<file path="src/rtl/hazard_ctrl_unit_pkg.sv">
// Shared types and helpers for the pipeline hazard/forwarding controller.
package hazard_pkg;

    typedef enum logic [1:0] {
        RUN      = 2'd0,
        LU_STALL = 2'd1,
        MEM_WAIT = 2'd2,
        HALTED   = 2'd3
    } hz_state_t;

    // Select width: 0 = regfile, k+1 = forwarding source k
    function automatic int unsigned fsel_width(input int unsigned nfwd);
        return $clog2(nfwd + 1);
    endfunction

endpackage

</file>
<file path="src/rtl/hazard_ctrl_unit_if.sv">
// Pipeline-side bundle of the hazard controller: status inputs, latch controls, operand selects.
interface hazard_ctrl_unit_if #(
    parameter int unsigned REG_AW = 5,
    parameter int unsigned NFWD   = 2,
    parameter int unsigned SCNT_W = 16
) ();
    import hazard_pkg::*;

    localparam int unsigned FSEL_W = fsel_width(NFWD);

    logic                   ihit;
    logic                   dhit;
    logic                   halt;
    logic                   mem_req;
    logic                   branch_flush;
    logic                   jump_flush;
    logic [REG_AW-1:0]      id_rs;
    logic [REG_AW-1:0]      id_rt;
    logic                   id_uses_rt;
    logic                   ex_is_load;
    logic                   ex_regwr;
    logic [REG_AW-1:0]      ex_wsel;
    logic [REG_AW-1:0]      ex_rs;
    logic [REG_AW-1:0]      ex_rt;
    logic [NFWD-1:0]        fwd_regwr;
    logic [NFWD*REG_AW-1:0] fwd_wsel;

    logic                   ifid_en;
    logic                   ifid_flush;
    logic                   idex_en;
    logic                   idex_flush;
    logic                   exmem_en;
    logic                   exmem_flush;
    logic                   memwb_en;
    logic                   pc_wen;
    logic [FSEL_W-1:0]      forward_a;
    logic [FSEL_W-1:0]      forward_b;
    logic                   halted;
    logic [SCNT_W-1:0]      stall_cycles;

    modport master (
        input  ihit, dhit, halt, mem_req, branch_flush, jump_flush,
               id_rs, id_rt, id_uses_rt, ex_is_load, ex_regwr, ex_wsel,
               ex_rs, ex_rt, fwd_regwr, fwd_wsel,
        output ifid_en, ifid_flush, idex_en, idex_flush, exmem_en, exmem_flush,
               memwb_en, pc_wen, forward_a, forward_b, halted, stall_cycles
    );

    modport slave (
        output ihit, dhit, halt, mem_req, branch_flush, jump_flush,
               id_rs, id_rt, id_uses_rt, ex_is_load, ex_regwr, ex_wsel,
               ex_rs, ex_rt, fwd_regwr, fwd_wsel,
        input  ifid_en, ifid_flush, idex_en, idex_flush, exmem_en, exmem_flush,
               memwb_en, pc_wen, forward_a, forward_b, halted, stall_cycles
    );

endinterface

</file>
<file path="src/rtl/hazard_ctrl_unit_fwd_select.sv">
// Priority matcher: picks the youngest forwarding source writing the operand register.
module fwd_select
    import hazard_pkg::*;
#(
    parameter  int unsigned REG_AW = 5,
    parameter  int unsigned NFWD   = 2,
    localparam int unsigned FSEL_W = fsel_width(NFWD)
) (
    input  logic [NFWD-1:0]        i_regwr,
    input  logic [NFWD*REG_AW-1:0] i_wsel,
    input  logic [REG_AW-1:0]      i_addr,
    output logic [FSEL_W-1:0]      o_sel
);

    always_comb begin
        logic w_found;
        w_found = 1'b0;
        o_sel   = '0;
        for (int unsigned k = 0; k < NFWD; k++) begin
            if (!w_found && i_regwr[k] &&
                (i_wsel[k*REG_AW +: REG_AW] != '0) &&
                (i_wsel[k*REG_AW +: REG_AW] == i_addr)) begin
                w_found = 1'b1;
                o_sel   = FSEL_W'(k + 1);
            end
        end
    end

endmodule

</file>
<file path="src/rtl/hazard_ctrl_unit.sv">
// Hazard controller: operand forwarding, load-use bubbles, memory-wait freeze, sticky halt.
module hazard_ctrl_unit
    import hazard_pkg::*;
#(
    parameter int unsigned REG_AW   = 5,
    parameter int unsigned NFWD     = 2,
    parameter int unsigned LOAD_LAT = 1,
    parameter int unsigned SCNT_W   = 16
) (
    input logic               CLK,
    input logic               RST,
    hazard_ctrl_unit_if.master hz
);

    localparam int unsigned FSEL_W  = fsel_width(NFWD);
    // Detect cycle is the first bubble; the counter holds the bubbles still owed after it
    localparam logic [1:0]  LU_INIT = (LOAD_LAT > 0) ? 2'(LOAD_LAT - 1) : 2'd0;

    hz_state_t         r_state, r_ret_state, w_next_state, w_next_ret;
    logic [1:0]        r_lu_cnt, w_next_lu_cnt;
    logic [SCNT_W-1:0] r_stall_cnt;
    logic [FSEL_W-1:0] w_fwd_a, w_fwd_b;
    logic              w_lu, w_flush, w_mwait;
    logic              w_ifid_en, w_ifid_flush, w_idex_en, w_idex_flush;
    logic              w_exmem_en, w_exmem_flush, w_memwb_en, w_pc_wen, w_halted;

    fwd_select #(.REG_AW(REG_AW), .NFWD(NFWD)) u_fwd_a (
        .i_regwr (hz.fwd_regwr),
        .i_wsel  (hz.fwd_wsel),
        .i_addr  (hz.ex_rs),
        .o_sel   (w_fwd_a)
    );

    fwd_select #(.REG_AW(REG_AW), .NFWD(NFWD)) u_fwd_b (
        .i_regwr (hz.fwd_regwr),
        .i_wsel  (hz.fwd_wsel),
        .i_addr  (hz.ex_rt),
        .o_sel   (w_fwd_b)
    );

    assign w_flush = hz.branch_flush | hz.jump_flush;
    assign w_mwait = hz.mem_req & ~hz.dhit;
    assign w_lu    = (LOAD_LAT != 0) && hz.ex_is_load && hz.ex_regwr && (hz.ex_wsel != '0) &&
                     ((hz.ex_wsel == hz.id_rs) || (hz.id_uses_rt && (hz.ex_wsel == hz.id_rt)));

    always_ff @(posedge CLK) begin
        if (RST) begin
            r_state     <= RUN;
            r_ret_state <= RUN;
            r_lu_cnt    <= '0;
        end else begin
            r_state     <= w_next_state;
            r_ret_state <= w_next_ret;
            r_lu_cnt    <= w_next_lu_cnt;
        end
    end

    always_comb begin
        w_next_state  = r_state;
        w_next_ret    = r_ret_state;
        w_next_lu_cnt = r_lu_cnt;
        unique case (r_state)
            RUN: begin
                if (hz.halt) begin
                    w_next_state = HALTED;
                end else if (w_mwait) begin
                    w_next_state = MEM_WAIT;
                    w_next_ret   = RUN;
                end else if (!w_flush && w_lu && hz.ihit && (LU_INIT != 2'd0)) begin
                    w_next_state  = LU_STALL;
                    w_next_lu_cnt = LU_INIT;
                end
            end
            LU_STALL: begin
                if (hz.halt) begin
                    w_next_state = HALTED;
                end else if (w_mwait) begin
                    w_next_state = MEM_WAIT;
                    w_next_ret   = LU_STALL;
                end else if (w_flush) begin
                    w_next_state = RUN;
                end else if (hz.ihit) begin
                    if (r_lu_cnt <= 2'd1) w_next_state = RUN;
                    w_next_lu_cnt = r_lu_cnt - 2'd1;
                end
            end
            MEM_WAIT: begin
                if (hz.halt)      w_next_state = HALTED;
                else if (hz.dhit) w_next_state = r_ret_state;
            end
            HALTED: w_next_state = HALTED;
            default: w_next_state = RUN;
        endcase
    end

    always_comb begin
        w_ifid_en     = 1'b0;
        w_ifid_flush  = 1'b0;
        w_idex_en     = 1'b0;
        w_idex_flush  = 1'b0;
        w_exmem_en    = 1'b0;
        w_exmem_flush = 1'b0;
        w_memwb_en    = 1'b0;
        w_pc_wen      = 1'b0;
        w_halted      = 1'b0;
        if (!RST) begin
            unique case (r_state)
                RUN: begin
                    w_ifid_en     = hz.ihit;
                    w_idex_en     = hz.ihit;
                    w_exmem_en    = hz.ihit | hz.dhit;
                    w_memwb_en    = hz.ihit | hz.dhit;
                    w_pc_wen      = hz.ihit;
                    w_ifid_flush  = w_flush;
                    w_idex_flush  = w_flush;
                    w_exmem_flush = hz.dhit;
                    if (w_lu && !w_flush) begin
                        w_ifid_en    = 1'b0;
                        w_pc_wen     = 1'b0;
                        w_idex_flush = 1'b1;
                    end
                end
                LU_STALL: begin
                    w_idex_en    = hz.ihit;
                    w_idex_flush = 1'b1;
                    w_ifid_flush = w_flush;
                    w_exmem_en   = hz.ihit | hz.dhit;
                    w_memwb_en   = hz.ihit | hz.dhit;
                end
                MEM_WAIT: begin
                    w_exmem_en    = hz.dhit;
                    w_memwb_en    = hz.dhit;
                    w_exmem_flush = hz.dhit;
                end
                HALTED: w_halted = 1'b1;
                default: w_halted = 1'b0;
            endcase
        end
    end

    always_ff @(posedge CLK) begin
        if (RST) begin
            r_stall_cnt <= '0;
        end else if (!w_pc_wen && (r_state != HALTED) && (r_stall_cnt != '1)) begin
            r_stall_cnt <= r_stall_cnt + SCNT_W'(1);
        end
    end

    assign hz.ifid_en      = w_ifid_en;
    assign hz.ifid_flush   = w_ifid_flush;
    assign hz.idex_en      = w_idex_en;
    assign hz.idex_flush   = w_idex_flush;
    assign hz.exmem_en     = w_exmem_en;
    assign hz.exmem_flush  = w_exmem_flush;
    assign hz.memwb_en     = w_memwb_en;
    assign hz.pc_wen       = w_pc_wen;
    assign hz.halted       = w_halted;
    assign hz.forward_a    = RST ? '0 : w_fwd_a;
    assign hz.forward_b    = RST ? '0 : w_fwd_b;
    assign hz.stall_cycles = r_stall_cnt;

endmodule

</file>
<file path="src/flat_wrapper.sv">
// flat-port wrapper written by rule: the top's interface ports become plain ports
module hazard_ctrl_unit_flat import hazard_pkg::*;
#(
    parameter int unsigned REG_AW   = 5,
    parameter int unsigned NFWD     = 2,
    parameter int unsigned LOAD_LAT = 1,
    parameter int unsigned SCNT_W   = 16
)
  (CLK, RST, hz_ihit, hz_dhit, hz_halt, hz_mem_req, hz_branch_flush, hz_jump_flush, hz_id_rs, hz_id_rt, hz_id_uses_rt, hz_ex_is_load, hz_ex_regwr, hz_ex_wsel, hz_ex_rs, hz_ex_rt, hz_fwd_regwr, hz_fwd_wsel, hz_ifid_en, hz_ifid_flush, hz_idex_en, hz_idex_flush, hz_exmem_en, hz_exmem_flush, hz_memwb_en, hz_pc_wen, hz_forward_a, hz_forward_b, hz_halted, hz_stall_cycles);
  hazard_ctrl_unit_if #(.REG_AW(REG_AW), .NFWD(NFWD), .SCNT_W(SCNT_W)) hz_i ();
  input logic CLK;
  input logic RST;
  input wire logic [$bits(hz_i.ihit)-1:0] hz_ihit;
  input wire logic [$bits(hz_i.dhit)-1:0] hz_dhit;
  input wire logic [$bits(hz_i.halt)-1:0] hz_halt;
  input wire logic [$bits(hz_i.mem_req)-1:0] hz_mem_req;
  input wire logic [$bits(hz_i.branch_flush)-1:0] hz_branch_flush;
  input wire logic [$bits(hz_i.jump_flush)-1:0] hz_jump_flush;
  input wire logic [$bits(hz_i.id_rs)-1:0] hz_id_rs;
  input wire logic [$bits(hz_i.id_rt)-1:0] hz_id_rt;
  input wire logic [$bits(hz_i.id_uses_rt)-1:0] hz_id_uses_rt;
  input wire logic [$bits(hz_i.ex_is_load)-1:0] hz_ex_is_load;
  input wire logic [$bits(hz_i.ex_regwr)-1:0] hz_ex_regwr;
  input wire logic [$bits(hz_i.ex_wsel)-1:0] hz_ex_wsel;
  input wire logic [$bits(hz_i.ex_rs)-1:0] hz_ex_rs;
  input wire logic [$bits(hz_i.ex_rt)-1:0] hz_ex_rt;
  input wire logic [$bits(hz_i.fwd_regwr)-1:0] hz_fwd_regwr;
  input wire logic [$bits(hz_i.fwd_wsel)-1:0] hz_fwd_wsel;
  output wire logic [$bits(hz_i.ifid_en)-1:0] hz_ifid_en;
  output wire logic [$bits(hz_i.ifid_flush)-1:0] hz_ifid_flush;
  output wire logic [$bits(hz_i.idex_en)-1:0] hz_idex_en;
  output wire logic [$bits(hz_i.idex_flush)-1:0] hz_idex_flush;
  output wire logic [$bits(hz_i.exmem_en)-1:0] hz_exmem_en;
  output wire logic [$bits(hz_i.exmem_flush)-1:0] hz_exmem_flush;
  output wire logic [$bits(hz_i.memwb_en)-1:0] hz_memwb_en;
  output wire logic [$bits(hz_i.pc_wen)-1:0] hz_pc_wen;
  output wire logic [$bits(hz_i.forward_a)-1:0] hz_forward_a;
  output wire logic [$bits(hz_i.forward_b)-1:0] hz_forward_b;
  output wire logic [$bits(hz_i.halted)-1:0] hz_halted;
  output wire logic [$bits(hz_i.stall_cycles)-1:0] hz_stall_cycles;
  assign hz_i.ihit = hz_ihit;
  assign hz_i.dhit = hz_dhit;
  assign hz_i.halt = hz_halt;
  assign hz_i.mem_req = hz_mem_req;
  assign hz_i.branch_flush = hz_branch_flush;
  assign hz_i.jump_flush = hz_jump_flush;
  assign hz_i.id_rs = hz_id_rs;
  assign hz_i.id_rt = hz_id_rt;
  assign hz_i.id_uses_rt = hz_id_uses_rt;
  assign hz_i.ex_is_load = hz_ex_is_load;
  assign hz_i.ex_regwr = hz_ex_regwr;
  assign hz_i.ex_wsel = hz_ex_wsel;
  assign hz_i.ex_rs = hz_ex_rs;
  assign hz_i.ex_rt = hz_ex_rt;
  assign hz_i.fwd_regwr = hz_fwd_regwr;
  assign hz_i.fwd_wsel = hz_fwd_wsel;
  assign hz_ifid_en = hz_i.ifid_en;
  assign hz_ifid_flush = hz_i.ifid_flush;
  assign hz_idex_en = hz_i.idex_en;
  assign hz_idex_flush = hz_i.idex_flush;
  assign hz_exmem_en = hz_i.exmem_en;
  assign hz_exmem_flush = hz_i.exmem_flush;
  assign hz_memwb_en = hz_i.memwb_en;
  assign hz_pc_wen = hz_i.pc_wen;
  assign hz_forward_a = hz_i.forward_a;
  assign hz_forward_b = hz_i.forward_b;
  assign hz_halted = hz_i.halted;
  assign hz_stall_cycles = hz_i.stall_cycles;
  hazard_ctrl_unit #(.REG_AW(REG_AW), .NFWD(NFWD), .LOAD_LAT(LOAD_LAT), .SCNT_W(SCNT_W)) u_core (.CLK(CLK), .RST(RST), .hz(hz_i));
endmodule
</file>
<file path="config.mk">
export PLATFORM = sky130hd
export DESIGN_NAME = hazard_ctrl_unit_flat
export DESIGN_NICKNAME = d
export VERILOG_FILES = /design/src/rtl/hazard_ctrl_unit_pkg.sv /design/src/rtl/hazard_ctrl_unit_if.sv /design/src/rtl/hazard_ctrl_unit_fwd_select.sv /design/src/rtl/hazard_ctrl_unit.sv /design/src/flat_wrapper.sv
export SDC_FILE = /design/constraint.sdc
export NUM_CORES = 1
export LEC_CHECK = 0
export ABC_AREA = 1
export CAP_MARGIN = 20
export CORE_UTILIZATION = 40
export CTS_CLUSTER_DIAMETER = 120
export DETAILED_ROUTE_END_ITERATION = 8
export GPL_TIMING_DRIVEN = 0
export PLACE_DENSITY_LB_ADDON = 0.1
export SYNTH_ARGS = -nofsm -noshare
export SYNTH_HDL_FRONTEND = slang
export SYNTH_SLANG_ARGS = --single-unit
</file>
<file path="constraint.sdc">
create_clock -name CLK -period 3.2 [get_ports CLK]
set_input_delay 0.96 -clock CLK [delete_from_list [all_inputs] [get_ports CLK]]
set_output_delay 0.96 -clock CLK [all_outputs]
set_load 0.05 [all_outputs]
</file>
# Word level (Yosys, flattened, before mapping)
# Cells that the tools add are included.
# classes
eq_ne,19
n_bitwise,7
n_addsub,2
mux,39
magnitude_cmp,1
reduce_logical,31
# op_table
op,n
$mux 2,17
$eq 5x5->1,6
$mux 1,18
$add 16x1->16 const B,1
$logic_and 1x1->1,16
$ne 16x16->1 const B,1
$reduce_bool 5->1,3
$reduce_and 5->1,2
$pmux 2 s4,1
$ne 2x2->1 const B,3
$ne 5x2->1 const B,1
$ne 5x3->1 const B,1
$eq 2x2->1 const B,2
$logic_not 1->1,4
$ne 2x1->1 const B,2
$not 1->1,4
$pmux 1 s2,2
$pmux 2 s2,1
$reduce_and 4->1,1
$reduce_or 2->1,2
$ne 3x2->1 const B,1
$ne 3x3->1 const B,1
$eq 2x1->1 const B,1
$le 2x1->1 const B,1
6 further kinds,7
# totals
output_inout_bits,29
regBits,22
wordCells,103

# Logic depth before layout (Yosys ltp)
# depth
depth_word,11
ltp_mapped,13
mapped_depth_nobuf,13

# Hierarchy
# From an unflattened synthesis, not the netlist that was laid out.
# unflattened
hier_cells,397
hier_area_um2,2165.8
# modules_own_cells
module,seq_area_each_um2,instances,cells_each,area_each_um2
hazard_ctrl_unit,420.4,1,287,1727.9
fwd_select,0.0,2,55,219.0

# Worst setup path after synthesis
# No wires, ideal clock.
# synth_timing
path_type,input-to-output
from,input port RST
to,output port hz_memwb_en
slack_ns,-0.193
cell_stages,5
t_arrival_ns,2.433
cell_sequence,clkbuf_1 inv_1 nand2_1 a21oi_1 buf_4
# synth_via
elab_chain_cells,1
# synth_lines
item,line_no,source
"start, declared",flat_wrapper.sv:12,input logic RST;
$mux 1,n/a,
"end, declared",flat_wrapper.sv:35,output wire logic [$bits(hz_i.memwb_en)-1:0] hz_memwb_en;
# No other way between the ends.

# Final worst setup path
# layout_timing
from,input port hz_jump_flush
to,output port hz_pc_wen
# layout_via
elab_chain_cells,6
# layout_lines
item,line_no,source
"start, declared",flat_wrapper.sv:18,input wire logic [$bits(hz_i.jump_flush)-1:0] hz_jump_flush;
$or 1x1->1,hazard_ctrl_unit.sv:41,assign w_flush = hz.branch_flush | hz.jump_flush;
$logic_not 1->1,n/a,
$logic_and 1x1->1,n/a,
$mux 1,hazard_ctrl_unit.sv:117,if (w_lu && !w_flush) begin
$mux 1,hazard_ctrl_unit.sv:107,unique case (r_state)
$mux 1,hazard_ctrl_unit.sv:106,if (!RST) begin
"end, declared",flat_wrapper.sv:36,output wire logic [$bits(hz_i.pc_wen)-1:0] hz_pc_wen;
# No other way between the ends.

==> metrics.txt <==
status finished, violations left; failing checks design-rule violations; most common cell after layout, fill and taps aside nand2_1; sinks on the clock net 21; hpwl dp 4050 um; Mapped Cells 329; CTS root buf clkbuf_8; vias in the first global route 2075; multi-input logic area 1230 um^2; hold path depth 2; area share of the largest cell type after synthesis 0.219; share of layout cells above drive strength 1 0.175; clock skew 0.00793 ns; total power 0.835 mW; final count of hold timing violations 0; largest net degree at the start of global routing 19; DRT Pass-1 Iters 6; Setup CP Type primary input to output port; H-tree levels 1; later-pin clock latency in the skew report 0.27 ns; DR vias/cell 4.89; YS warnings 0; register area share after synthesis 0.219; fmax 320 MHz; leading area contributor after synthesis dfxtp_1; Worst path max stage delay 0.44 ns; Final Util 0.635; aggregate global routing overflow 0; DP Area 2750 um^2; DRC viols 3; WL/cell 11.1 um; Critical Path AT 2.17 ns; Pwr Density 294 nW/um^2; delay-heaviest family, CP buffers and inverters; first-pass GRT wire length 8450 um; max_slew headroom 0.663; most frequent CP cell buf_8; Final Max Tran Viols 0; worst-margin pin slew 0.504 ns; Yosys cell types 32; mean area per synthesized cell 5.82 um^2; Max FO, Critical Path 5; final count of negative-setup-slack endpoints 0; total number of vias 2264; placed cell count 456; design area 2840 um^2; final WL 5140 um; # rows 24; cells on worst reg2reg path 11; Layout fillers 444; GRT Overall Usage 0.205; CTS tree done; clk buf depth 2; #FFs+latches synth 21; die width 71.2 um; clock-pin slew on the worst setup and hold paths 0.08 ns; Layout Nets 462; Req. time, crit path 2.24 ns; WP buf/inv 4; fin crit period 3.13 ns; Finished Layout Cells 463; min-delay worst type flop to flop; Iter 0 DRT Violations 104; die footprint 5070 um^2; synth-to-layout area growth 48.3%; I/O Pins 77; Max-cap violations 0; top cells by area, synth dfxtp_1 22%, nand2_1 16%, inv_1 13%, nor2_1 9.0%, nand3_1 5.2%; Crit path depth 7; Peak VDD IR 0.127 mV; placer congestion estimate 0.813; placeable core region 4470 um^2; CP endpoint kind output port; port buffer count 75; die height 71.2 um; LEAKAGE 1.46 nW; WHS 0.479 ns; startpoint class of the critical path primary input; Routed Antenna Nets 0; CP max stage cell clkdlybuf4s50_1; Initial Util 0.428; initial antenna violation count 0; Mapped Nets 379; CP Cell Sequence clkdlybuf4s50_1 > nor2_4 > nand3_2 > nand2_4 > clkinvlp_4 > buf_8 > buf_8; Sequential Area 420 um^2; period utilisation layout 0.977; most frequent cells in the layout 81 x nand2_1, 57 x inv_1, 42 x nor2_1; ANT cells 0; mapped cell area 1920 um^2; TritonCTS buffer count 3
==> through the flow <==
| step | setup slack, ns | setup TNS, ns |
|---|---|---|
| after floorplan | 0.000652 | 0 |
| after global placement | -1.06 | -7.69 |
| after detailed placement | -1.09 | -7.66 |
| after CTS | -0.0802 | -0.112 |
| after global routing | -0.000715 | -0.000715 |
| final | 0.0750 | 0 |
==> what timing repair did <==
action	in CTS	in global routing
buffers inserted	2	3
endpoints found under the setup margin	13	9
pin swaps	12	18
gates resized for setup	105	40
hold buffers	0	0
==> layer usage <==
layer,up-vias,GRT usage,share of wire
li1,1185,-,-
met1,1012,0.233,0.44
met2,62,0.382,0.51
met3,5,0.0313,0.043
met4,0,0.0756,0.011
met5,-,0,0
==> final timing paths <==
check | startpoint | endpoint | slack, ns
setup reg to reg | u_core.hz.stall_cycles[1] | u_core.hz.stall_cycles[13] | 1.43
hold reg to reg | u_core.r_lu_cnt[0] | u_core.r_lu_cnt[0] | 0.48
setup / recovery | hz_jump_flush | hz_pc_wen | 0.07
hold / removal | u_core.r_lu_cnt[0] | u_core.r_lu_cnt[0] | 0.48
==> report_power, final <==
| part | internal (mW) | total (mW) | switching, mW |
|---|---|---|---|
| clock network | 0.0870 | 0.184 | 0.0967 |
| registers | 0.279 | 0.298 | 0.0188 |
| logic | 0.141 | 0.353 | 0.213 |
==> cells by family after synthesis <==
family                     Yosys count  synth area share
adders and majority gates            2            0.0131
and+or+nand+nor                    186             0.433
DFF                                 21             0.219
buffers and inverters               79             0.176
xor gates and xnor gates            20            0.0914
AOI/OAI and AO/OA                   21            0.0673
==> Yosys cell counts <==
cell type	count
nand2_1	83
inv_1	65
nor2_1	46
dfxtp_1	21
nand3_1	20
nand4_1	16
xor2_1	11
nor3_1	9
xnor2_1	9
a21oi_1	6
o21ai_0	6
inv_2	4
nand2_2	4
buf_4	3
a211oi_1	2
buf_2	2
buf_6	2
clkbuf_1	2
ha_1	2
nand3_2	2
o211ai_1	2
or2_2	2
a221oi_1	1
a31oi_1	1
buf_8	1
nand3_4	1
nand4_2	1
nor2_2	1
nor4_1	1
o2111ai_1	1
o22ai_1	1
o41ai_1	1
==> worst reg2reg max path: cells and delay by family (launching register included) <==
kind	cells	cell delay, ns
adder cells (fa/ha/maj)	1	0.20
buffers and inverters	2	0.25
flip-flops	1	0.38
AND/OR/NAND/NOR	8	0.85
==> final cells by class <==
| class | count | share of cell area |
|---|---|---|
| flip-flops and latches | 21 | 0.148 |
| inverters | 69 | 0.0925 |
| clock buffers | 3 | 0.0145 |
| plain buffers | 8 | 0.0211 |
| repair buffers | 80 | 0.266 |
| multi-input cells | 229 | 0.434 |
| well taps | 52 | 0.0229 |
| clock inverters | 1 | 0.00176 |
==> state kept, by name (all words and copies together), names as in the netlist <==
name and flops:
u_core.r_ret_state 1, u_core.r_lu_cnt 2, u_core.hz.stall_cycles 16, u_core.r_state 2
(Power assumes the default switching activity.)
